[config.mk]
export PLATFORM = sky130hd
export DESIGN_NAME = systolic_is_sequencer
export DESIGN_NICKNAME = d
export VERILOG_FILES = /design/src/rtl/systolic_is_sequencer.sv
export SDC_FILE = /design/constraint.sdc
export NUM_CORES = 1
export LEC_CHECK = 0
export BUFFER_PORTS_ARGS = -buffer_cell sky130_fd_sc_hd__buf_2
export CORE_AREA = 3 3 159 161
export CTS_BUF_LIST = sky130_fd_sc_hd__clkbuf_4 sky130_fd_sc_hd__clkbuf_8
export DETAILED_ROUTE_END_ITERATION = 16
export DIE_AREA = 0 0 162 164
export PLACE_DENSITY = 0.48
export SYNTH_ARGS = -nofsm -noshare
export SYNTH_HDL_FRONTEND = slang
export SYNTH_SLANG_ARGS = --single-unit
[constraint.sdc]
create_clock -name clk -period 6.38 [get_ports clk]
set_clock_uncertainty 0.1 [all_clocks]
set_input_delay 0.638 -clock clk [delete_from_list [all_inputs] [get_ports clk]]
set_output_delay 0.638 -clock clk [all_outputs]
set_load 0.1 [all_outputs]
[src/rtl/systolic_is_sequencer.sv]
// ---------------------------------------------------------------------------
// systolic_is_sequencer
//
// Control and streaming front-end for an input-stationary systolic array.
// One job is three phases:
//   LOAD    : ARRAY_WIDTH stationary input vectors go to the array (input_en).
//   COMPUTE : num_vectors weight vectors are streamed in (process_en).
//   DRAIN   : the array keeps stepping until every in-flight psum row has
//             been captured into the result register.
// Every weight vector sent into the array pushes a 1 into a tag pipe. That
// pipe is exactly as deep as the array latency and advances only on
// process_en cycles. When a 1 reaches the last stage, packed_psum_out holds
// that vector's psum row. If the result register cannot take a new row, the
// whole array is frozen (process_en low), so no row is ever dropped.
//
// Ports
//   clk, rst              clock, synchronous active-high reset
//   start, num_vectors    job start pulse (IDLE only) and weight vector count
//   busy, done            job in progress / one-cycle end-of-job pulse
//   in_valid/in_ready     input-vector stream, payload in_data
//   w_valid/w_ready       weight-vector stream, payload w_data
//   process_en, input_en  array enables
//   packed_input_in       input vector to the array
//   packed_weight_in      weight vector to the array
//   packed_psum_out       unskewed psum row from the array
//   res_valid/res_ready   result stream, payload res_data (registered)
// ---------------------------------------------------------------------------
module systolic_is_sequencer #(
  parameter int INPUT_WIDTH  = 16,
  parameter int WEIGHT_WIDTH = 16,
  parameter int PSUM_WIDTH   = 16,
  parameter int ARRAY_HEIGHT = 4,
  parameter int ARRAY_WIDTH  = 4,
  parameter int OUT_LATENCY  = ARRAY_HEIGHT + ARRAY_WIDTH,
  parameter int CNT_WIDTH    = 16
) (
  input  logic                                 clk,
  input  logic                                 rst,
  input  logic                                 start,
  input  logic [CNT_WIDTH-1:0]                 num_vectors,
  output logic                                 busy,
  output logic                                 done,
  input  logic                                 in_valid,
  output logic                                 in_ready,
  input  logic [INPUT_WIDTH*ARRAY_HEIGHT-1:0]  in_data,
  input  logic                                 w_valid,
  output logic                                 w_ready,
  input  logic [WEIGHT_WIDTH*ARRAY_WIDTH-1:0]  w_data,
  output logic                                 process_en,
  output logic                                 input_en,
  output logic [INPUT_WIDTH*ARRAY_HEIGHT-1:0]  packed_input_in,
  output logic [WEIGHT_WIDTH*ARRAY_WIDTH-1:0]  packed_weight_in,
  input  logic [PSUM_WIDTH*ARRAY_HEIGHT-1:0]   packed_psum_out,
  output logic                                 res_valid,
  input  logic                                 res_ready,
  output logic [PSUM_WIDTH*ARRAY_HEIGHT-1:0]   res_data
);

  // Load counter only needs to count 0 .. ARRAY_WIDTH-1.
  localparam int LOAD_CW = (ARRAY_WIDTH > 1) ? $clog2(ARRAY_WIDTH) : 1;
  localparam logic [LOAD_CW-1:0] LOAD_LAST = LOAD_CW'(ARRAY_WIDTH - 1);

  typedef enum logic [1:0] {
    ST_IDLE    = 2'd0,
    ST_LOAD    = 2'd1,
    ST_COMPUTE = 2'd2,
    ST_DRAIN   = 2'd3
  } state_t;

  state_t                              state_reg;
  logic [LOAD_CW-1:0]                  load_cnt_reg;
  logic [CNT_WIDTH-1:0]                num_reg;
  logic [CNT_WIDTH-1:0]                vec_cnt_reg;
  logic [OUT_LATENCY-1:0]              tag_reg;
  logic [OUT_LATENCY-1:0]              tag_next;
  logic                                res_valid_reg;
  logic [PSUM_WIDTH*ARRAY_HEIGHT-1:0]  res_data_reg;

  logic can_adv;
  logic in_fire;
  logic w_fire;
  logic tag_empty;
  logic capture;
  logic last_vec;
  logic drain_done;
  logic in_load;

  // -------------------------------------------------------------------------
  // Handshake and enable decode
  // -------------------------------------------------------------------------
  // The result register can take a new row if it is empty or is being popped.
  assign can_adv   = !res_valid_reg || res_ready;
  assign in_load   = (state_reg == ST_LOAD);
  assign in_fire   = in_load && in_valid;
  assign w_fire    = (state_reg == ST_COMPUTE) && w_valid && can_adv;
  assign tag_empty = ~|tag_reg;

  // In DRAIN the array only needs to step while a real row is still in flight.
  assign process_en = w_fire ||
                      ((state_reg == ST_DRAIN) && !tag_empty && can_adv);

  // A row is taken only on an enabled cycle. That cycle already implies
  // can_adv, so the result register is never overwritten while still full.
  assign capture = process_en && tag_reg[OUT_LATENCY-1];

  // num_reg is at least 1 whenever COMPUTE is entered, so num_reg-1 is safe.
  assign last_vec   = (vec_cnt_reg == (num_reg - CNT_WIDTH'(1)));
  assign drain_done = (state_reg == ST_DRAIN) && tag_empty && !res_valid_reg;

  assign busy      = (state_reg != ST_IDLE);
  assign done      = drain_done;
  assign in_ready  = in_load;
  assign w_ready   = (state_reg == ST_COMPUTE) && can_adv;
  assign input_en  = in_fire;
  assign res_valid = res_valid_reg;
  assign res_data  = res_data_reg;

  // -------------------------------------------------------------------------
  // Array data lanes: pass-through while in use, forced to zero otherwise so
  // the array never sees stale operands.
  // -------------------------------------------------------------------------
  genvar gi;
  generate
    for (gi = 0; gi < ARRAY_HEIGHT; gi++) begin : g_in_lane
      assign packed_input_in[gi*INPUT_WIDTH +: INPUT_WIDTH] =
        in_load ? in_data[gi*INPUT_WIDTH +: INPUT_WIDTH] : '0;
    end

    for (gi = 0; gi < ARRAY_WIDTH; gi++) begin : g_w_lane
      assign packed_weight_in[gi*WEIGHT_WIDTH +: WEIGHT_WIDTH] =
        w_fire ? w_data[gi*WEIGHT_WIDTH +: WEIGHT_WIDTH] : '0;
    end

    // Tag pipe: stage 0 takes 1 for an accepted weight vector and 0 for a
    // drain bubble. The pipe holds its contents when the array is frozen.
    for (gi = 0; gi < OUT_LATENCY; gi++) begin : g_tag
      if (gi == 0) begin : g_head
        assign tag_next[gi] = process_en ? w_fire : tag_reg[gi];
      end else begin : g_shift
        assign tag_next[gi] = process_en ? tag_reg[gi-1] : tag_reg[gi];
      end
    end
  endgenerate

  // -------------------------------------------------------------------------
  // Job FSM
  // -------------------------------------------------------------------------
  always_ff @(posedge clk) begin
    if (rst) begin
      state_reg    <= ST_IDLE;
      load_cnt_reg <= '0;
      vec_cnt_reg  <= '0;
      num_reg      <= '0;
    end else begin
      case (state_reg)
        ST_IDLE: begin
          if (start) begin
            num_reg      <= num_vectors;
            load_cnt_reg <= '0;
            vec_cnt_reg  <= '0;
            state_reg    <= ST_LOAD;
          end
        end

        ST_LOAD: begin
          if (in_fire) begin
            if (load_cnt_reg == LOAD_LAST) begin
              load_cnt_reg <= '0;
              // An empty job skips straight to the end-of-job check.
              state_reg    <= (num_reg == '0) ? ST_DRAIN : ST_COMPUTE;
            end else begin
              load_cnt_reg <= load_cnt_reg + LOAD_CW'(1);
            end
          end
        end

        ST_COMPUTE: begin
          if (w_fire) begin
            if (last_vec) begin
              vec_cnt_reg <= '0;
              state_reg   <= ST_DRAIN;
            end else begin
              vec_cnt_reg <= vec_cnt_reg + CNT_WIDTH'(1);
            end
          end
        end

        ST_DRAIN: begin
          if (drain_done) begin
            state_reg <= ST_IDLE;
          end
        end

        default: state_reg <= ST_IDLE;
      endcase
    end
  end

  // -------------------------------------------------------------------------
  // Tag pipe and result register
  // -------------------------------------------------------------------------
  always_ff @(posedge clk) begin
    if (rst) begin
      tag_reg       <= '0;
      res_valid_reg <= 1'b0;
      res_data_reg  <= '0;
    end else begin
      tag_reg <= tag_next;
      // If a capture and a pop happen together, the register stays full
      // and holds the new row.
      if (capture) begin
        res_valid_reg <= 1'b1;
        res_data_reg  <= packed_psum_out;
      end else if (res_ready) begin
        res_valid_reg <= 1'b0;
      end
    end
  end

endmodule

Yosys cells after proc, flatten, opt, wreduce, memory -nomap -nowiden
Cells that the tools add are included.
- bits in registers: 109
- logic and storage cells: 71
- output and inout port bits: 199
- input port bits: 214
- equality and inequality tests: 11
- add/subtract/negate cells: 3
- multiplexer cells: 26
- reduce and logical (&&, ||, !) cells: 24
- operator list (kind ; count):
    16-bit two-way mux ; 11
    16-bit one-hot mux with 2 select lines ; 1
    2-bit two-way mux ; 9
    16-bit by 1-bit adder with 16-bit output, second input constant ; 1
    16-bit equality test ; 1
    16-bit zero test ; 1
    16-bit by 1-bit subtractor with 16-bit output, second input constant ; 1
    2-bit != test, second input constant ; 5
    1-bit logical AND ; 9
    2-bit one-hot mux with 4 select lines ; 1
    2-bit nonzero test ; 4
    8-bit OR reduction ; 1
    2-bit equality test, second input constant ; 3
    3-bit AND reduction ; 2
    6-bit AND reduction ; 1
    2-bit one-hot mux with 2 select lines ; 1
    1-bit two-way mux ; 3
    2-bit by 1-bit adder with 2-bit output, second input constant ; 1
    2-bit by 1-bit equality test with 1-bit output, second input constant ; 1
    1-bit zero test ; 2
    2-bit zero test ; 1
    1-bit logical OR ; 2
    2-bit by 1-bit != test with 1-bit output, second input constant ; 1
    2-bit AND reduction ; 1

Logic depth before layout (Yosys ltp)
Gate-level depths: netlist of the first run.
- word-level depth: 6
- gate-level depth with buffers: 11
- gate-level depth less buffers: 9

Worst setup path before layout of the first run
No wires, ideal clock.
- path kind: reg-to-reg
- from: reg res_valid_reg, in the netlist res_valid
- to: reg res_data_reg[31], in the netlist res_data[31]
- library setup time: 71 ps
- arrival: 3282 ps
- period minus slack after synthesis: 3452 ps
- path buffers: 3
- slack: 2928 ps
- required time: 6209 ps
- stages on the path, launching flop included: 10
- path through: dfxtp_1 > nand2b_1 > nand3_1 > o21ai_0 > buf_1 > and2_1 > clkbuf_1 > clkbuf_1 > nand2_1 > a21oi_1
- longest elaborated chain between the ends: 5
- elaborated cells on any way between the ends: 6
- classes of those cells: reduce/logical (6)
- RTL lines (item ; line ; RTL):
    start: declaration ; 76 ; logic res_valid_reg;
    start signal: assignment ; 205 ; res_valid_reg <= 1'b0;
    start signal: assignment ; 212 ; res_valid_reg <= 1'b1;
    start signal: assignment ; 215 ; res_valid_reg <= 1'b0;
    1-bit zero test (*) ; 92 ; assign can_adv = !res_valid_reg || res_ready;
    1-bit logical OR (*) ; 92 ;
    1-bit logical AND, on equally long branches ; 95, 100 ;
    1-bit logical OR (*) ; 99 ; assign process_en = w_fire ||
    named net process_en ; 49 ; output logic process_en,
    1-bit logical AND (*) ; 104 ; assign capture = process_en && tag_reg[OUT_LATENCY-1];
    end signal: assignment ; 213 ; res_data_reg <= packed_psum_out;
    end: declaration ; 77 ; logic [PSUM_WIDTH*ARRAY_HEIGHT-1:0] res_data_reg;
Mark *: on every way through the listed nets, which the timed path passes. The rest lies on a longest branch.
A chain may end at the register's enable or synchronous reset.

Worst setup path in the final report of the first run
- from: reg state_reg[0]
- to: out process_en
- longest elaborated chain between the ends: 4
- elaborated cells on any way between the ends: 7
- classes of those cells: eq/ne (2); reduce/logical (5)
- RTL lines (item ; line ; RTL):
    start: declaration ; 70 ; state_t state_reg;
    start signal: assignment ; 170 ; state_reg <= (num_reg == '0) ? ST_DRAIN : ST_COMPUTE;
    2-bit equality test, on equally long branches ; 95, 100 ;
    1-bit logical AND, on equally long branches (2 in a row) ; 95, 100 ;
    1-bit logical OR (*) ; 99 ;
    end: declaration ; 49 ;
Every way passes the cells marked *; elsewhere a longest branch is shown, timed or not.

==> results of run 1 <==
-- area by class of cell --
cell class              instances  area share
inverters                      12     0.00555
clock buffers                   9      0.0153
repair buffers                416       0.258
well taps                     324      0.0500
flip-flops and latches        109       0.269
clock inverters                 6     0.00895
multi-input cells             572       0.393
-- stage by stage --
step | hold slack, ns | cell area, um2
after global routing | 0.338 | 8110
after global placement | 0.339 | 7910
after detailed placement | 0.343 | 7910
final | 0.357 | 8110
after CTS | 0.338 | 8110
after floorplan | 0.359 | 5620
-- how the worst max path moves through the flow --
| stage | end | start | cells after the start |
|---|---|---|---|
| finish | process_en | state_reg[0] | 5 |
| global route | packed_weight_in[31] | state_reg[0] | 6 |
| CTS | process_en | state_reg[0] | 5 |
| detailed placement | vec_cnt_reg[11] | num_reg[7] | 7 |
| global placement | vec_cnt_reg[13] | num_reg[7] | 7 |
| floorplan | res_data[31] | res_valid | 9 |
-- cell families after synthesis --
logic type | Yosys count
AOI/OAI and AO/OA | 117
xor gates and xnor gates | 31
adders and majority gates | 8
buffers and inverters | 64
DFF | 109
muxes | 8
and+or+nand+nor | 408
-- cells in the mapped netlist, drive strengths merged (2+ instances only) --
| library cell | instances |
|---|---|
| a2111o | 2 |
| a21o | 2 |
| a21oi | 88 |
| a221oi | 2 |
| and2 | 133 |
| and3 | 4 |
| buf | 10 |
| clkbuf | 42 |
| dfxtp | 109 |
| ha | 8 |
| inv | 12 |
| mux2i | 7 |
| nand2 | 177 |
| nand2b | 4 |
| nand3 | 11 |
| nand3b | 3 |
| nand4 | 3 |
| nor2 | 32 |
| nor3 | 11 |
| nor4 | 10 |
| nor4b | 2 |
| o211ai | 2 |
| o21a | 3 |
| o21ai | 6 |
| o22ai | 2 |
| or2 | 3 |
| or3 | 5 |
| or4 | 6 |
| xnor2 | 18 |
| xor2 | 13 |
-- tightest hold or removal path, stage by stage (launching register included) --
cell and delay [ns]:
dfxtp_1 0.32, nand2_1 0.05, a21oi_1 0.05
-- power by group through the flow --
stage               Sequential [uW]  Clock (uW)  Combinational, uW
finish                          747         433               1860
global route                    753         487               1960
CTS                             747         463               1880
detailed placement              763           0               1870
global placement                762           0               1880
floorplan                       744           0               1580
-- layer usage --
metal / track usage / wire length, um
met1: 0.183 / 8770
met2: 0.249 / 10100
met3: 0.0699 / 2500
met4: 0.0291 / 131
met5: 0 / 40
==> flow_metrics.py, run 1 <==
metrics = {
    "setup_path": {
        "path_buf_inv": 2,
        "cpPeakStageDelay_ns": 0.61,
        "end_kind": "output port",
        "cp_slowest_cell": "buf_2",
        "cp_data_required_time_ns": 5.64,
        "r2r_end": "vec_cnt_reg[7]",
        "crit_family": "buffers and inverters",
        "reg2reg_slack_ns": 3.09,
        "cp_cell_sequence": "inv_1, ha_1, nand3_1, o21ai_1, buf_2",
        "r2r_cells": 7,
        "rr_startpoint": "num_reg[7]",
        "critical_path_arrival_ns": 2.55,
        "start_kind": "register",
        "crit_fanout": 10,
        "crit_type": "register to output port",
    },
    "floorplan": {
        "std_cell_rows": 57,
        "io_pins": 413,
        "start_util": 0.233,
        "core_area_um2": 24100,
        "die-area_um2": 26600,
        "die_y_um": 164,
        "die_w_um": 162,
    },
    "routing": {
        "ant_nets": 0,
        "vias": 6230,
        "wl_per_cell_um": 14.9,
        "drc": 0,
        "drt-pass1-iter-count": 4,
        "initialDrtViolationCount": 257,
        "wl_um": 21600,
        "routed_via_density": 4.30,
    },
    "pwr": {
        "comb_power_share": 0.612,
        "p_sw_uw": 1790,
        "clkPwrFrac": 0.142,
        "swShare": 0.589,
        "internal_power_uw": 1250,
        "vdd_ir_drop_max_uv": 229,
        "p_seq_frac": 0.245,
        "p_total_uw": 3040,
        "p_leak_uw": 0.00394,
        "cellPowerDensity_nw_per_um2": 375,
    },
    "global_route": {
        "grt_max_degree": 73,
        "grt_first_pass_wirelength_um": 32000,
        "grt_pass1_vias": 5865,
        "gr-total-overflow": 0,
        "antenna_found_initial": 3,
        "grt_usage": 0.151,
    },
    "timing": {
        "setup_ws_ns": 3.09,
        "final-setup-viol-count": 0,
        "timing.slew.headroom": 0.291,
        "worstMarginPinSlew_ns": 1.04,
        "slew_viol_final": 0,
        "hold_violations": 0,
        "max_freq_mhz": 304,
        "rsz0062_at_grt": "no",
        "fin_crit_ns": 3.29,
        "fin_setup_tns_ns": 0,
        "post-route-period-util": 0.516,
    },
    "logic_synthesis": {
        "synth_top_area_share": 0.388,
        "synth_compound_area_frac": 0.121,
        "avgSynthCellArea_um2": 7.55,
        "syn-num-nets": 967,
        "synth-simple-area-share": 0.365,
        "syn_inst": 745,
        "yosysWarnings": 0,
        "synth-edff-count": 0,
        "synthMuxAreaShare": 0.0145,
        "synth_flop_cell": "dfxtp_1",
        "ys_seq_elements": 109,
        "synthesis.area_um2": 5620,
        "synth_fa_ha_area_frac": 0.0178,
        "synth_xor_area_frac": 0.0483,
        "ys_seq_area_frac": 0.388,
        "async_reset_ff_frac": 0,
        "ys_types": 53,
        "netlist_top_cells_area": "dfxtp_1 (39%), and2_1 (15%), nand2_1 (12%)",
        "synth_top_family_by_area": "simple AND/OR/NAND/NOR gates",
        "synth_top_area_cell": "dfxtp_1",
    },
    "clock_network": {
        "clk_pin_slew_worst_paths_ns": 0.11,
        "cts_tree": "done",
        "post_cts_buffers": 0,
        "cts_buffer_depth": 2,
        "cts_resized": 0,
        "clk_latency_ns": 0.37,
        "htreeDepth": 3,
        "clkSinkCount": 109,
        "root_buffer": "clkbuf_8",
        "cts_buffers": 9,
        "cts_hold_buffers": 0,
    },
    "placed_design": {
        "dp_cells": 1433,
        "finalWeightedCongestion": 0.743,
        "portBuffers": 412,
        "dp_hpwl_um": 17100,
        "pre_cts_slack_ns": 3.04,
    },
    "final_layout": {
        "largest_register_ffs": 64,
        "syn_to_final_growth_pct": 44.2,
        "layout-drive-gt1-share": 0.399,
        "antenna_cells": 0,
        "fillCellCount": 2641,
        "final_core_util": 0.336,
        "nets": 1342,
        "final_cell_mix": "buf_2 (412), nand2_1 (176), and2_1 (132), dfxtp_1 (109), a21oi_1 (88)",
        "final_common_cell": "buf_2",
        "layout.area.seq_um2": 2180,
        "final_cells": 1448,
        "multi_input_area_um2": 3190,
    },
    "hold_path": {
        "whs_endpoint": "res_data[22]",
        "worstHoldPathCells": 2,
        "hold_start": "res_data[22]",
        "hold_path.class": "register to register",
    },
    "status": {
        "status": "completed",
    },
    "run": {
        "drv_cap": 0,
    },
}
No activity file was read; power rests on OpenSTA's default activity.
==> inputs of run 2 (changes only) <==
- ABC_AREA: not set -> 1
- CORE_AREA: 3 3 159 161 -> 3 3 161 163
- DIE_AREA: 0 0 162 164 -> 0 0 164 166
- PLACE_DENSITY: 0.48 -> 0.5
- clock period: 6.38 -> 2.8 ns (I/O delays scaled with it)
==> flow_metrics.py, run 2 <==
metrics = {
    "status": {
        "status": "completed",
    },
    "setup_path": {
        "crit_fanout": 22,
        "cp_data_required_time_ns": 2.42,
        "cp_slowest_cell": "buf_2",
        "crit_type": "register to output port",
        "path_buf_inv": 4,
        "end_kind": "output port",
        "crit_family": "buffers and inverters",
        "start_kind": "register",
        "cpPeakStageDelay_ns": 0.42,
        "critical_path_arrival_ns": 2.23,
        "cp_cell_sequence": "inv_1, ha_1, inv_1, nor2_4, nand2_4, buf_6, nor2_4, buf_2",
    },
    "clock_network": {
        "cts_buffer_depth": 2,
        "cts_buffers": 9,
        "clk_pin_slew_worst_paths_ns": 0.12,
        "clkSinkCount": 109,
        "root_buffer": "clkbuf_8",
        "post_cts_buffers": 0,
        "cts_tree": "done",
        "clk_latency_ns": 0.38,
        "htreeDepth": 3,
    },
    "logic_synthesis": {
        "synth-edff-count": 0,
        "netlist_top_cells_area": "dfxtp_1 (37%), nor2_1 (17%), inv_1 (12%)",
        "ys_types": 29,
        "synthesis.area_um2": 5920,
        "avgSynthCellArea_um2": 6.07,
        "synth_top_area_cell": "dfxtp_1",
        "synth_flop_cell": "dfxtp_1",
        "syn-num-nets": 1198,
        "synth_top_area_share": 0.368,
        "ys_seq_elements": 109,
        "async_reset_ff_frac": 0,
        "syn_inst": 976,
        "synth.top_cells.by_count": "nor2_1 (261), inv_1 (188), nand2_1 (161)",
        "ys_seq_area_frac": 0.368,
        "yosysMostFrequentCell": "nor2_1",
        "yosysWarnings": 0,
    },
    "floorplan": {
        "die-area_um2": 27200,
        "die_y_um": 166,
        "core_area_um2": 24500,
        "std_cell_rows": 57,
        "io_pins": 413,
        "die_w_um": 164,
        "start_util": 0.242,
    },
    "final_layout": {
        "syn_to_final_growth_pct": 63.1,
        "design_area_um2": 9660,
        "final_core_util": 0.395,
        "final_common_cell": "buf_2",
        "layout-drive-gt1-share": 0.390,
        "final_cells": 1703,
        "nets": 1595,
        "final_cell_mix": "buf_2 (368), nor2_1 (196), inv_1 (187), nand2_1 (158), dfxtp_1 (108)",
        "largest_register_ffs": 64,
    },
    "routing": {
        "initialDrtViolationCount": 291,
        "ant_nets": 0,
        "drt-pass1-iter-count": 5,
        "routed_via_density": 4.12,
        "vias": 7009,
        "drc": 0,
        "wl_per_cell_um": 14.6,
        "wl_um": 24800,
    },
    "timing": {
        "slew_viol_final": 0,
        "fin_crit_ns": 2.61,
        "final-setup-viol-count": 0,
        "max_freq_mhz": 384,
        "timing.slew.headroom": 0.429,
        "rsz0062_at_grt": "no",
        "hold_violations": 0,
        "worstMarginPinSlew_ns": 0.855,
        "post-route-period-util": 0.931,
    },
    "run": {
        "drv_cap": 0,
    },
    "global_route": {
        "grt_first_pass_wirelength_um": 38100,
        "grt_usage": 0.177,
        "antenna_found_initial": 4,
        "grt_max_degree": 66,
        "grt_pass1_vias": 6849,
        "gr-total-overflow": 0,
    },
    "pwr": {
        "p_leak_uw": 0.00530,
        "cellPowerDensity_nw_per_um2": 816,
        "vdd_ir_drop_max_uv": 522,
    },
    "placed_design": {
        "dp_hpwl_um": 20100,
        "placed_cell_area_um2": 9420,
        "dp_cells": 1681,
        "finalWeightedCongestion": 0.822,
        "portBuffers": 412,
    },
    "hold_path": {
        "hold_path.class": "input pin to register",
    },
}
-- run 2: worst paths after layout --
path                      startpoint                    to  slack [ns]  cells past startpoint
hold / removal    packed_psum_out[8]           res_data[8]        0.04                      3
setup / recovery        state_reg[0]  packed_weight_in[10]        0.19                      8
hold reg to reg         res_data[37]          res_data[37]        0.39                      2
setup reg to reg        state_reg[0]          res_data[49]        0.47                     11
-- run 2: timing repair --
| item | in CTS | in global routing |
|---|---|---|
| resized for setup | 0 | 1 |
| setup endpoints to repair | 0 | 22 |
| endpoints found under the hold margin | 5 | 0 |
| hold buffers | 5 | 0 |
-- run 2: through the flow --
| step | setup TNS (ns) | hold WS [ns] | setup slack, ns | total power, uW |
|---|---|---|---|---|
| final | 0 | 0.0351 | 0.194 | 7890 |
| after floorplan | -17.22 | 0.242 | -0.154 | 5880 |
| after global placement | 0 | 0.357 | 0.527 | 6980 |
| after CTS | 0 | 0.00121 | 0.0309 | 7980 |
| after global routing | 0 | 0.0205 | 0.0147 | 8400 |
| after detailed placement | 0 | 0.366 | 0.453 | 6990 |
-- run 2: cell type report --
type | count | area [um2]
antenna | 1 | 2.50
clock buffer | 10 | 131
clock inverter | 6 | 53.8
fill | 2682 | 14800
inverter | 190 | 713
multi-input combinational | 637 | 3300
sequential | 109 | 2180
tap | 324 | 405
timing repair buffer | 426 | 2870
-- run 2: worst reg2reg max path, cell delays in order (launching register included) --
cell and delay (ns):
dfxtp_1 0.37, inv_1 0.14, ha_1 0.23, inv_1 0.10
nor2_4 0.12, nand2_4 0.09, nand2_2 0.20, nand2_2 0.09
inv_2 0.05, buf_4 0.53, nor2_1 0.15, nor2_1 0.11
-- run 2: cells by family after synthesis --
logic type,share of synthesized area
DFF,0.368
and+or+nand+nor,0.339
adders and majority gates,0.0169
buffers and inverters,0.149
AOI/OAI and AO/OA,0.104
xor gates and xnor gates,0.0222
-- run 2: per-layer routing --
metal / vias up / GRT usage / part of all wire
met5: - / 0 / 0.0017
met4: 6 / 0.0401 / 0.014
met3: 26 / 0.0536 / 0.077
met2: 239 / 0.298 / 0.46
met1: 3048 / 0.221 / 0.44
li1: 3690 / - / -
-- run 2: report_power, final --
group / switching, uW / leakage (uW) / internal (uW) / total [uW]
Clock: 602 / 0.0000936 / 354 / 956
Sequential: 156 / 0.000884 / 1720 / 1880
Combinational: 3950 / 0.00432 / 1110 / 5050
Total: 4710 / 0.00530 / 3180 / 7890
